--- src/rtl/tinyspu_host_driver.sv ---
// Host-side command sequencer for the tiny SPU: queues command words, issues {Op,Q}/uio, captures {M,N}.
// Define TINYSPU_DRV_FIFO_EN for a CMD_DEPTH-entry command FIFO; otherwise a single holding register is used.
//
// state   | meaning
// IDLE    | nothing issuing; SPU pins at idle values
// ISSUE   | one cycle driving {Op,Q}/uio with ena=1
// WAIT    | ena low while the SPU result settles (RESULT_LAT-1 cycles)
// CAPTURE | {M,N} sampled into the result buffer at the end of this cycle
module tinyspu_host_driver #(
  parameter int RESULT_LAT = 2,
  parameter int CMD_DEPTH  = 4
) (
  input  logic        clk,
  input  logic        reset,
  input  logic        cmd_valid,
  output logic        cmd_ready,
  input  logic [16:0] cmd_data,
  output logic        res_valid,
  input  logic        res_ready,
  output logic [7:0]  res_data,
  output logic [7:0]  spu_ui,
  output logic [7:0]  spu_uio,
  output logic        spu_ena,
  input  logic [7:0]  spu_uo,
  output logic        busy
);

  if (RESULT_LAT < 2) begin : g_bad_lat
    $error("RESULT_LAT must be at least 2");
  end
  if (CMD_DEPTH < 2 || (CMD_DEPTH & (CMD_DEPTH - 1)) != 0) begin : g_bad_depth
    $error("CMD_DEPTH must be a power of 2");
  end

  typedef enum logic [1:0] {IDLE, ISSUE, WAIT, CAPTURE} state_t;

  localparam int WW = (RESULT_LAT > 2) ? $clog2(RESULT_LAT) : 1;

  state_t        state;
  logic [WW-1:0] wait_cnt;
  logic          cur_cap;

  logic        empty, head_valid, accept, bypass, push, pop, store_empty_nxt;
  logic [16:0] head;
  logic        cap_done, buf_ok, slot_open, issue_now, go_idle;

  // An empty store lets the offered command go straight to ISSUE in the accepting cycle.
  assign head_valid = !empty || cmd_valid;
  assign accept     = cmd_valid && cmd_ready;
  assign cap_done   = (state == CAPTURE) && (!res_valid || res_ready);
  // In CAPTURE the buffer is about to be refilled, so a capture command needs the consumer ready now.
  assign buf_ok     = (state == CAPTURE) ? res_ready : (!res_valid || res_ready);
  assign slot_open  = (state == IDLE) || (state == ISSUE && !cur_cap) || cap_done;
  assign issue_now  = slot_open && head_valid && (!head[16] || buf_ok);
  assign go_idle    = slot_open && !issue_now;
  assign bypass     = empty && issue_now;
  assign push       = accept && !bypass;
  assign pop        = !empty && issue_now;

`ifdef TINYSPU_DRV_FIFO_EN
  localparam int AW = $clog2(CMD_DEPTH);

  logic [16:0] mem [CMD_DEPTH];
  logic [AW:0] wr_ptr, rd_ptr, wr_ptr_nxt, rd_ptr_nxt;
  logic        full;

  assign empty           = (wr_ptr == rd_ptr);
  assign full            = (wr_ptr[AW] != rd_ptr[AW]) && (wr_ptr[AW-1:0] == rd_ptr[AW-1:0]);
  assign cmd_ready       = !reset && !full;
  assign head            = empty ? cmd_data : mem[rd_ptr[AW-1:0]];
  assign wr_ptr_nxt      = wr_ptr + {{AW{1'b0}}, push};
  assign rd_ptr_nxt      = rd_ptr + {{AW{1'b0}}, pop};
  assign store_empty_nxt = (wr_ptr_nxt == rd_ptr_nxt);

  always_ff @(posedge clk or posedge reset) begin
    if (reset) begin
      wr_ptr <= '0;
      rd_ptr <= '0;
    end else begin
      wr_ptr <= wr_ptr_nxt;
      rd_ptr <= rd_ptr_nxt;
    end
  end

  always_ff @(posedge clk) begin
    if (push) mem[wr_ptr[AW-1:0]] <= cmd_data;
  end
`else
  logic        hold_valid;
  logic [16:0] hold_data;

  assign empty           = !hold_valid;
  assign cmd_ready       = !reset && (!hold_valid || pop);
  assign head            = hold_valid ? hold_data : cmd_data;
  assign store_empty_nxt = !(push || (hold_valid && !pop));

  always_ff @(posedge clk or posedge reset) begin
    if (reset) begin
      hold_valid <= 1'b0;
      hold_data  <= '0;
    end else begin
      hold_valid <= push || (hold_valid && !pop);
      if (push) hold_data <= cmd_data;
    end
  end
`endif

  always_ff @(posedge clk or posedge reset) begin
    if (reset) begin
      state     <= IDLE;
      wait_cnt  <= '0;
      cur_cap   <= 1'b0;
      spu_ui    <= '0;
      spu_uio   <= '0;
      spu_ena   <= 1'b0;
      res_valid <= 1'b0;
      res_data  <= '0;
      busy      <= 1'b0;
    end else begin
      spu_ena <= 1'b0;
      spu_ui  <= '0;
      spu_uio <= '0;
      busy    <= !go_idle || !store_empty_nxt;
      if (res_valid && res_ready) res_valid <= 1'b0;
      if (issue_now) begin
        spu_ena <= 1'b1;
        spu_ui  <= head[15:8];
        spu_uio <= head[7:0];
        cur_cap <= head[16];
      end
      unique case (state)
        IDLE: if (issue_now) state <= ISSUE;
        ISSUE: begin
          if (cur_cap) begin
            state    <= WAIT;
            wait_cnt <= WW'(RESULT_LAT - 2);
          end else if (!issue_now) begin
            state <= IDLE;
          end
        end
        WAIT: begin
          if (wait_cnt == '0) state <= CAPTURE;
          else wait_cnt <= wait_cnt - 1'b1;
        end
        CAPTURE: begin
          // ena stays low, so {M,N} is stable while a full buffer holds us here.
          if (cap_done) begin
            res_data  <= spu_uo;
            res_valid <= 1'b1;
            state     <= issue_now ? ISSUE : IDLE;
          end
        end
        default: state <= IDLE;
      endcase
    end
  end

endmodule

--- config.mk ---
export PLATFORM = sky130hd
export DESIGN_NAME = tinyspu_host_driver
export DESIGN_NICKNAME = d
export VERILOG_FILES = /design/src/rtl/tinyspu_host_driver.sv
export SDC_FILE = /design/constraint.sdc
export NUM_CORES = 1
export LEC_CHECK = 0
export ABC_AREA = 0
export BUFFER_PORTS_ARGS = -buffer_cell sky130_fd_sc_hd__clkbuf_2
export CORE_MARGIN = 2
export CORE_UTILIZATION = 50
export DETAILED_ROUTE_END_ITERATION = 10
export GPL_ROUTABILITY_DRIVEN = 0
export PLACE_DENSITY = 0.77
export REMOVE_ABC_BUFFERS = 1
export SETUP_SLACK_MARGIN = 0.5
export SLEW_MARGIN = 0
export SYNTH_ARGS = -nofsm -noshare
export SYNTH_HDL_FRONTEND = slang
export SYNTH_SLANG_ARGS = --single-unit
export TNS_END_PERCENT = 1
--- constraint.sdc ---
create_clock -name clk -period 2.4 [get_ports clk]
set_input_delay 0 -clock clk [delete_from_list [all_inputs] [get_ports clk]]
set_output_delay 0 -clock clk [all_outputs]
set_load 0.005 [all_outputs]
After elaboration in Yosys (flattened, before gate mapping). Index checks and enable logic that the tools add are counted.

Muxes and demuxes: 18. Equality and inequality tests: 8. Add/sub/neg operators: 1. Reduce and logical (&&, ||, !) cells: 34.

Operators by type and width (count): $mux W17 (1); $mux W8 (2); $logic_and A1 B1 Y1 (12); $mux W2 (5); $logic_not A1 Y1 (9); $logic_or A1 B1 Y1 (8); $mux W1 (8); $ne A2 B2 Y1 const B (4); $pmux W2 S4 (1); $eq A2 B2 Y1 const B (2); $reduce_and A2 Y1 (2); $reduce_and A4 Y1 (1); $ne A3 B3 Y1 const B (1); $eq A2 B1 Y1 const B (1); $logic_not A2 Y1 (1); $pmux W1 S2 (1); $reduce_bool A2 Y1 (1); $sub A1 B1 Y1 const B (1).

Output and inout port bits: 28. Input bits: 29. Logic and storage cells: 72. Flip-flop bits (word level): 49.

Longest topological paths before layout. Gate-level depths: netlist of the first run.

Depth in word-level cells: 13. Depth in mapped cells: 6. Gate-level depth less buffers: 4.

Worst setup path after synthesis of the first run. OpenSTA, ideal clock, no wires.

Path type: input-to-reg. Start point: input reset. End point: register hold_data[10]. Stages on the path: 5. Arrival time: 2.201 ns. Library setup time: 0.125 ns. Slack: 0.074 ns. Path buffers: 1. Cell sequence: inv_1 nand2_1 a211oi_4 buf_12 mux2_4.

Word-level cells in the longest chain between the ends: 4.

RTL lines: from (decl) (line 14) `input logic reset,`; $logic_not A1 Y1 (no source line); $logic_and A1 B1 Y1 (line 93) `assign cmd_ready = !reset && (!hold_valid || pop);`; $logic_and A1 B1 Y1 (line 49) `assign accept = cmd_valid && cmd_ready;`; $logic_and A1 B1 Y1 (line 57) `assign push = accept && !bypass;`; to (signal assigned) (line 103) `if (push) hold_data <= cmd_data;`; to (decl) (line 90) `logic [16:0] hold_data;`.

Every way passes these cells. A chain may end at the register's enable or synchronous reset.

==> results.yml, run 1 <==
timing:
  finalCritPeriodShare_pct: 84.57
  hold_violations: 0
  rsz0062_at_grt: "true"
  postLayoutSetupSlackWorst_ns: 0.3704
  slew_violations: 0
  maxClockFrequency_ghz: 0.4927
  clock_skew_ns: 0.003048
  final.setup.tns_ns: 0
  tightest_slew_ns: 0.5831
  setup_viol: 0
  max_slew_margin_pct: 61.13
  fin_crit_ns: 2.030
global_route:
  met3_usage_pct: 4.833
  grt_pass1_vias: 1590
  grt.busiest_layer: "met2"
  antenna_found_initial: 0
  grt_pass1_wl_um: 7196
  grt_usage_pct: 21.80
  met1_usage_pct: 23.98
  met2_usage_pct: 40.32
  gr-total-overflow: 0
  grt_max_degree: 49
power_and_ir_drop:
  finalPower_mw: 3.328
  leakagePower_nw: 1.358
  power_density_nw_per_um2: 1186
  ir_drop_mv: 0.6757
finish:
  n_antenna_cell: 0
  nets: 269
  final_cell_area_um2: 2805
  drive_gt1_share_pct: 45.64
  utilization_pct: 71.15
  area_delta_synth_final_pct: 38.74
  n_fill_cell: 276
run_status:
  status: "complete, no violations"
placed_design:
  pre_cts_slack_ns: 0.2613
  port_buffers: 56
  placed_area_um2: 2369
  hpwl_um: 2926
min_path:
  hp-class: "in -> reg"
  worstHoldEndpoint: "hold_data[16]"
  worstHoldStart: "cmd_data[16]"
  whs_path_depth: 2
die:
  dieArea_um2: 4568
  core_area_um2: 3943
  initial_utilization_pct: 51.29
  chipWidth_um: 67.59
  ios: 57
  rows: 23
  die_h_um: 67.59
drt:
  wirelength_um: 4432
  route.detailed.drc: 0
  wl_per_cell_um: 15.23
  drt_iter0_markers: 49
  routed_via_density: 5.175
  via_count: 1506
  first_pass_iters: 4
  antenna_left: 0
logic_synthesis:
  yosys_warnings: 0
  synth.avg_cell_area_um2: 13.85
  netlist_area_um2: 2022
  syn-instance-count: 146
  ys_seq_area_share_pct: 59.41
  yosysUniqueCellTypes: 27
  ys_ff_latch: 48
critical_path:
  cp_slowest_cell: "dfrtp_2"
  slowest_delay_ns: 0.45
  critPathKind: "reg -> reg"
  end_kind: "register"
  r2r_slack_ns: 0.37
  cp_max_fo: 9
  crit_chain: "maj3_2 > a211o_1 > a211oi_4 > buf_6 > buf_12 > mux2_2"
  start_kind: "register"
  critPathRequiredTime_ns: 2.58
  reg2reg_depth: 6
  r2r-end: "hold_data[1]"
  cp.arrival_ns: 2.21
cts:
  cts.htree.levels: 2
  tritoncts: "yes"
  cts_buffer_depth: 2
  numClockSinks: 48
  root_buffer: "clkbuf_8"
  insertion_delay_ns: 0.30
  path_clk_slew_ns: 0.08
  cts_buffers: 5
job:
  drv_cap: 0
per-layer routing:
| layer | up-vias | routed length (um) |
|---|---|---|
| met1 | 736 | 1742 |
| met5 | - | 0 |
| met3 | 7 | 266 |
| met4 | 0 | 69 |
| met2 | 66 | 2353 |
| li1 | 697 | - |
sequential cells by signal, indices dropped and copies added (netlist names), named ones only:
| name | flops |
|---|---|
| cur_cap | 1 |
| hold_data | 17 |
| spu_uio | 8 |
| res_data | 8 |
| spu_ui | 8 |
| res_valid | 1 |
| state | 1 |
| busy | 1 |
| spu_ena | 1 |
| hold_valid | 1 |
cells in the mapped netlist:
master,number,area [um2]
or4_1,1,7.510
or3b_2,1,8.760
maj3_1,1,10.01
dfrtp_1,48,1201
nand2_1,8,30.03
buf_6,1,11.26
o211ai_1,1,7.510
or3_1,1,6.260
o21ai_0,1,5.000
o22a_1,1,8.760
buf_1,1,3.750
buf_12,1,20.02
mux2_4,10,150.1
a21oi_1,4,20.02
maj3_2,1,11.26
a21oi_2,1,8.760
a31oi_1,2,12.51
clkbuf_1,3,11.26
nor2_1,17,63.81
nor2b_1,1,6.260
and3b_2,1,10.01
mux2_2,16,180.2
a2111oi_2,1,15.01
mux2i_1,16,160.2
a211o_1,2,17.52
inv_1,4,15.01
a211oi_4,1,20.02
worst max path at each step:
stage | startpoint | to | slack, ns | cells after the start
after floorplan | reset | hold_data[0] | -0.15 | 4
after global placement | res_valid | hold_data[14] | 0.36 | 5
after detailed placement | register | hold_data[1] | 0.26 | 5
after CTS | register | hold_data[1] | 0.37 | 6
after global routing | register | hold_data[4] | 0.32 | 6
final | register | hold_data[1] | 0.37 | 6
timing repair:
action                                  4_1_cts  5_1_grt
hold endpoints to repair                     89        0
gates cloned                                  1        0
hold buffers                                 26        0
pin swaps                                     3        0
gates resized for setup                       5        0
endpoints found under the setup margin       17       19
buffers inserted                              5        0
report_power, final:
group	internal, mW	switching (mW)	leakage (nW)
clock	0.230	0.255	0.0510
sequential	1.18	0.208	0.591
combinational	0.816	0.634	0.716
worst max-delay path: cells and delay by family, from the launching register on:
kind	cells	cell delay [ns]
compound gates	2	0.52
flops	1	0.45
mux	1	0.34
fa+ha+maj	1	0.31
buf+inv	2	0.30
cell usage in the layout (no fill, tap or decap):
master and n:
dfrtp_2 2, buf_4 8, buf_16 1, mux2_4 10
mux2i_1 16, buf_6 1, clkinv_2 2, a21oi_1 4
or4_1 1, inv_1 3, a211oi_4 1, or3b_2 1
maj3_2 1, buf_12 1, a21oi_2 1, nor2b_1 1
dfrtp_1 46, a2111oi_4 1, mux2_2 16, a31oi_1 2
and3b_2 1, inv_2 1, nand2_1 8, nor2_1 17
dlygate4sd3_1 26, or3_1 1, o211ai_1 1, clkbuf_8 6
o21ai_0 1, clkbuf_2 56, o22a_1 1, maj3_1 1
a211o_1 2
final cells by class:
cell class / instances / area [um2] / share of cell area, %
sequential: 48 / 1204 / 42.91
multi-input combinational: 88 / 772.0 / 27.52
timing repair buffer: 93 / 659.4 / 23.51
clock buffer: 6 / 82.58 / 2.944
tap: 50 / 62.56 / 2.230
inverter: 4 / 15.01 / 0.5352
clock inverter: 2 / 10.01 / 0.3568
logic make-up after synthesis:
family,after synthesis,synth area share (%)
multiplexers,42,24.26
AND/OR/NAND/NOR,30,6.560
flip-flops,48,59.41
AO/OA/AOI/OAI,14,5.693
buffers and inverters,10,3.032
adder cells (fa/ha/maj),2,1.052
metrics by stage:
| step | hold slack (ns) | instances |
|---|---|---|
| finish | 0.01569 | 291 |
| global route | 0.008179 | 291 |
| CTS | 0.0002285 | 291 |
| detailed placement | 0.2153 | 251 |
| global placement | 0.2042 | 251 |
| floorplan | 0.02765 | 140 |
Power figures use the tool's default switching activity.
==> inputs of run 2 (changes only) <==
==> constraint.sdc (replaced) <==
create_clock -name clk -period 2 [get_ports clk]
set_input_delay 0 -clock clk [delete_from_list [all_inputs] [get_ports clk]]
set_output_delay 0 -clock clk [all_outputs]
set_load 0.005 [all_outputs]
==> run 2 against run 1 <==
The run now ends with setup timing left. Sequential power grew 23%. Clock-buffer cell count shrank 1. Non-clock buffer count grew 3. Clock skew grew 0.0042 ns. Sequential share of layout area shrank 3.5 points. Maximum frequency shrank 2.9%. Clock power grew 74%. Worst hold slack is essentially flat. Cell area grew 9.0%. Cell count grew 1.0%. Critical endpoint is now hold_data[5].
==> results.yml, run 2 (synthesized netlist as in run 1, its figures left out) <==
finish:
  n_antenna_cell: 0
  fin_cells: 294
  nets: 272
  final_cell_mix: "clkbuf_2 (55), dfrtp_1 (46), dlygate4sd3_1 (26), mux2_4 (17), mux2i_1 (16)"
  largest_register_ffs: 17
  final_cell_area_um2: 3058
  final_common_cell: "clkbuf_2"
  utilization_pct: 77.56
  drive_gt1_share_pct: 54.10
  top_register: "hold_data"
  n_fill_cell: 250
  area_delta_synth_final_pct: 51.24
timing:
  setup_viol: 17
  max_slew_margin_pct: 76.24
  hold_violations: 0
  fin_crit_ns: 2.090
  maxClockFrequency_ghz: 0.4784
  postLayoutSetupSlackWorst_ns: -0.09038
  finalCritPeriodShare_pct: 104.5
  rsz0062_at_grt: "true"
  final.setup.tns_ns: -1.178
  whs_ns: 0.01597
  slew_violations: 0
  clock_skew_ns: 0.007231
  tightest_slew_ns: 0.3564
die:
  chipWidth_um: 67.59
  ios: 57
  core_area_um2: 3943
  initial_utilization_pct: 51.29
  die_h_um: 67.59
  rows: 23
  dieArea_um2: 4568
global_route:
  antenna_found_initial: 0
  gr-total-overflow: 0
  grt_pass1_vias: 1557
  grt_max_degree: 29
  grt_usage_pct: 22.51
  grt_pass1_wl_um: 7383
cts:
  tritoncts: "yes"
  cts_buffer_depth: 2
  insertion_delay_ns: 0.31
  numClockSinks: 48
  cts.htree.levels: 2
  root_buffer: "clkbuf_8"
  path_clk_slew_ns: 0.09
  cts_buffers: 5
drt:
  route.detailed.drc: 0
  wirelength_um: 5010
  via_count: 1547
  wl_per_cell_um: 17.04
  first_pass_iters: 4
  antenna_left: 0
  drt_iter0_markers: 65
  routed_via_density: 5.262
critical_path:
  end_kind: "register"
  r2r_slack_ns: -0.09
  critPathRequiredTime_ns: 2.20
  cp_slowest_cell: "dfrtp_2"
  critPathKind: "reg -> reg"
  start_kind: "register"
  crit_chain: "buf_6 > and3b_2 > a211o_1 > a211oi_4 > buf_4 > buf_16 > mux2_4"
  cp_max_fo: 8
  cp.arrival_ns: 2.29
  slowest_delay_ns: 0.41
run_status:
  violations: "setup timing"
  status: "finished with violations"
placed_design:
  pre_cts_slack_ns: -0.1140
  port_buffers: 56
  placed_area_um2: 2399
  hpwl_um: 2934
  placed_cells: 255
job:
  drv_cap: 0
power_and_ir_drop:
  ir_drop_mv: 0.8742
  finalPower_mw: 4.689
  power_density_nw_per_um2: 1533
  leakagePower_nw: 1.436
min_path:
  hp-class: "in -> reg"
==> run 2: changes by cell type in the layout (fill, tap and decap cells not counted), moves of 2 or more <==
cell,change
nor2_1,-15
nor2_4,+13
mux2_2,-7
mux2_4,+7
bufinv_16,+2
clkbuf_16,+2
clkinv_2,-2
nor2_2,+2
==> run 2: cell type report <==
class | count | area, um2 | share of cell area, %
clock inverter | 3 | 68.82 | 2.250
tap | 50 | 62.56 | 2.046
sequential | 48 | 1204 | 39.36
clock buffer | 5 | 68.82 | 2.250
inverter | 4 | 20.02 | 0.6547
multi-input combinational | 88 | 913.4 | 29.87
timing repair buffer | 96 | 720.7 | 23.57
==> run 2: where the power goes <==
| part | internal, mW | switching (mW) |
|---|---|---|
| sequential | 1.42 | 0.287 |
| combinational | 1.18 | 0.955 |
| clock | 0.503 | 0.342 |
| total | 3.11 | 1.58 |
==> run 2: final timing paths <==
kind	startpoint	endpoint	depth (start not counted)
setup / recovery	register	hold_data[5]	7
hold / removal	cmd_data[16]	hold_data[16]	2
setup reg to reg	register	hold_data[5]	7
hold reg to reg	hold_data[12]	hold_data[12]	1
max in group asynchronous	reset	hold_valid	4
min in group asynchronous	reset	hold_data[1]	4
==> run 2: worst max-delay path: cells and delay by family (launching register included) <==
kind	cells	cell delay, ns
multiplexers	1	0.30
buffers and inverters	3	0.44
AND/OR/NAND/NOR	1	0.24
flip-flops	1	0.41
AO/OA/AOI/OAI	2	0.60
==> run 2: what timing repair did <==
| item | 4_1_cts | 5_1_grt |
|---|---|---|
| setup endpoints to repair | 38 | 38 |
| pin swaps | 21 | 20 |
| gates resized for setup | 26 | 26 |
| hold buffers | 26 | 0 |
| cloned | 1 | 1 |
| setup buffers | 2 | 1 |
| endpoints found under the hold margin | 82 | 0 |
==> run 2: routing by layer <==
metal  up-vias  track usage [%]  wire (um)
li1        706                -          -
met1       756            28.15       2064
met2        69            37.13       2561
met3        16            5.167        288
met4         0            10.20         96
met5         -                0          0
==> inputs of run 3 (changes only) <==
--- a/config.mk
+++ b/config.mk
@@ -18,4 +18,3 @@
 export SYNTH_ARGS = -nofsm -noshare
 export SYNTH_HDL_FRONTEND = slang
 export SYNTH_SLANG_ARGS = --single-unit
-export TNS_END_PERCENT = 1
==> run 3 against run 2 <==
Largest power group unchanged. Die area unchanged. The flow still finishes with violations (setup timing). Worst hold slack worse by 0.0058 ns. Wire length up 23%. Utilization up 5.7 points. Sequential cell count unchanged.
==> results.yml, run 3 (synthesized netlist as in run 1, its figures left out) <==
placed_design:
  placed_area_um2: 2399
  pre_cts_slack_ns: -0.1140
  hpwl_um: 2934
  port_buffers: 56
drt:
  antenna_left: 0
  route.detailed.drc: 0
  wirelength_um: 6170
  via_count: 1658
  wl_met1_um: 2387
  wl_per_cell_um: 19.90
  drt_iter0_markers: 154
  highest_layer: "met4"
  first_pass_iters: 4
  routed_via_density: 5.348
  wl_met3_um: 340
  met2RoutedLength_um: 3238
global_route:
  grt_max_degree: 29
  grt_pass1_wl_um: 8052
  grt_usage_pct: 24.73
  gr-total-overflow: 0
  grt_pass1_vias: 1643
  antenna_found_initial: 0
finish:
  n_fill_cell: 197
  final_cell_area_um2: 3284
  final_cell_mix: "clkbuf_2 (55), dfrtp_1 (45), dlygate4sd3_1 (26)"
  drive_gt1_share_pct: 59.62
  utilization_pct: 83.31
  area_delta_synth_final_pct: 62.44
  n_antenna_cell: 0
  final_common_cell: "clkbuf_2"
  multi_input_area_um2: 965.9
  final-seq-area_um2: 1205
  top_register: "hold_data"
  nets: 288
  largest_register_ffs: 17
cts:
  path_clk_slew_ns: 0.10
  root_buffer: "clkbuf_8"
  cts_buffer_depth: 2
  insertion_delay_ns: 0.31
  cts_buffers: 5
  numClockSinks: 48
  cts.htree.levels: 2
  tritoncts: "yes"
power_and_ir_drop:
  power_density_nw_per_um2: 1613
  leakagePower_nw: 1.539
  finalPower_mw: 5.297
  ir_drop_mv: 0.9181
min_path:
  hp-class: "in -> reg"
run_status:
  status: "finished with violations"
  violations: "setup timing"
job:
  drv_cap: 0
timing:
  max_slew_margin_pct: 72.71
  maxClockFrequency_ghz: 0.4903
  final.setup.tns_ns: -0.4024
  setup_viol: 17
  finalCritPeriodShare_pct: 102.0
  hold_violations: 0
  rsz0062_at_grt: "true"
  clock_skew_ns: 0.009192
  postLayoutSetupSlackWorst_ns: -0.03975
  slew_violations: 0
  fin_crit_ns: 2.040
  tightest_slew_ns: 0.3980
critical_path:
  cp_num_buf_inv: 3
  cp_top_family: "buffers and inverters"
  slowest_delay_ns: 0.44
  crit_chain: "maj3_2 > a2111oi_4 > buf_4 > a211oi_4 > buf_6 > clkbuf_16 > mux2_4"
  end_kind: "register"
  critPathRequiredTime_ns: 2.20
  cp_max_fo: 4
  start_kind: "register"
  cp_slowest_cell: "dfrtp_2"
  cp.arrival_ns: 2.24
  critPathKind: "reg -> reg"
die:
  die_h_um: 67.59
  dieArea_um2: 4568
  rows: 23
  core_area_um2: 3943
  initial_utilization_pct: 51.29
  chipWidth_um: 67.59
  ios: 57
## run 3: layout make-up
| cell class | count | share of cell area [%] |
|---|---|---|
| sequential | 48 | 36.69 |
| multi-input combinational | 88 | 29.41 |
| timing repair buffer | 112 | 27.20 |
| clock buffer | 5 | 2.095 |
| clock inverter | 3 | 2.095 |
| tap | 50 | 1.905 |
| inverter | 4 | 0.6095 |
## run 3: worst paths after layout
path,startpoint,end,slack [ns],cells after the start
worst max register to register,register,hold_data[11],-0.04,7
worst min register to register,hold_data[4],hold_data[4],0.52,1
max in group asynchronous,reset,state[0],1.33,4
worst max-delay path,register,hold_data[11],-0.04,7
min in group asynchronous,reset,spu_uio[4],0.33,4
worst min-delay path,cmd_data[16],hold_data[16],0.01,2
## run 3: report_power, final
part           switching [mW]  internal, mW  total [mW]
Clock                   0.353         0.503       0.857
Sequential              0.298          1.42        1.72
Combinational            1.21          1.51        2.72
Total                    1.86          3.44        5.30
## run 3: what timing repair did
action                                 4_1_cts  5_1_grt
setup endpoints to repair                   38       38
endpoints found under the hold margin       86        0
hold buffers                                26        0
buffers inserted                             9        8
resized for setup                           29       51
pin swaps                                   12        7
gates cloned                                 3        1
## run 3: routing by layer
layer  GRT usage [%]  up-vias
li1                -      732
met1           29.58      817
met2           40.93       87
met3           5.667       22
met4           14.03        0
met5               0        -
## run 3: per-stage QoR
stage / cells / hold WS [ns]
after CTS: 301 / 0.002670
after floorplan: 140 / 0.02765
after global routing: 310 / -0.0008017
after global placement: 255 / 0.06662
final: 310 / 0.01019
after detailed placement: 255 / 0.07090
## run 3: worst reg2reg max path, cell delays in order (launching register included)
cell and delay [ns]:
dfrtp_2 0.44, maj3_2 0.35, a2111oi_4 0.32, buf_4 0.19
a211oi_4 0.05, buf_6 0.14, clkbuf_16 0.15, mux2_4 0.30
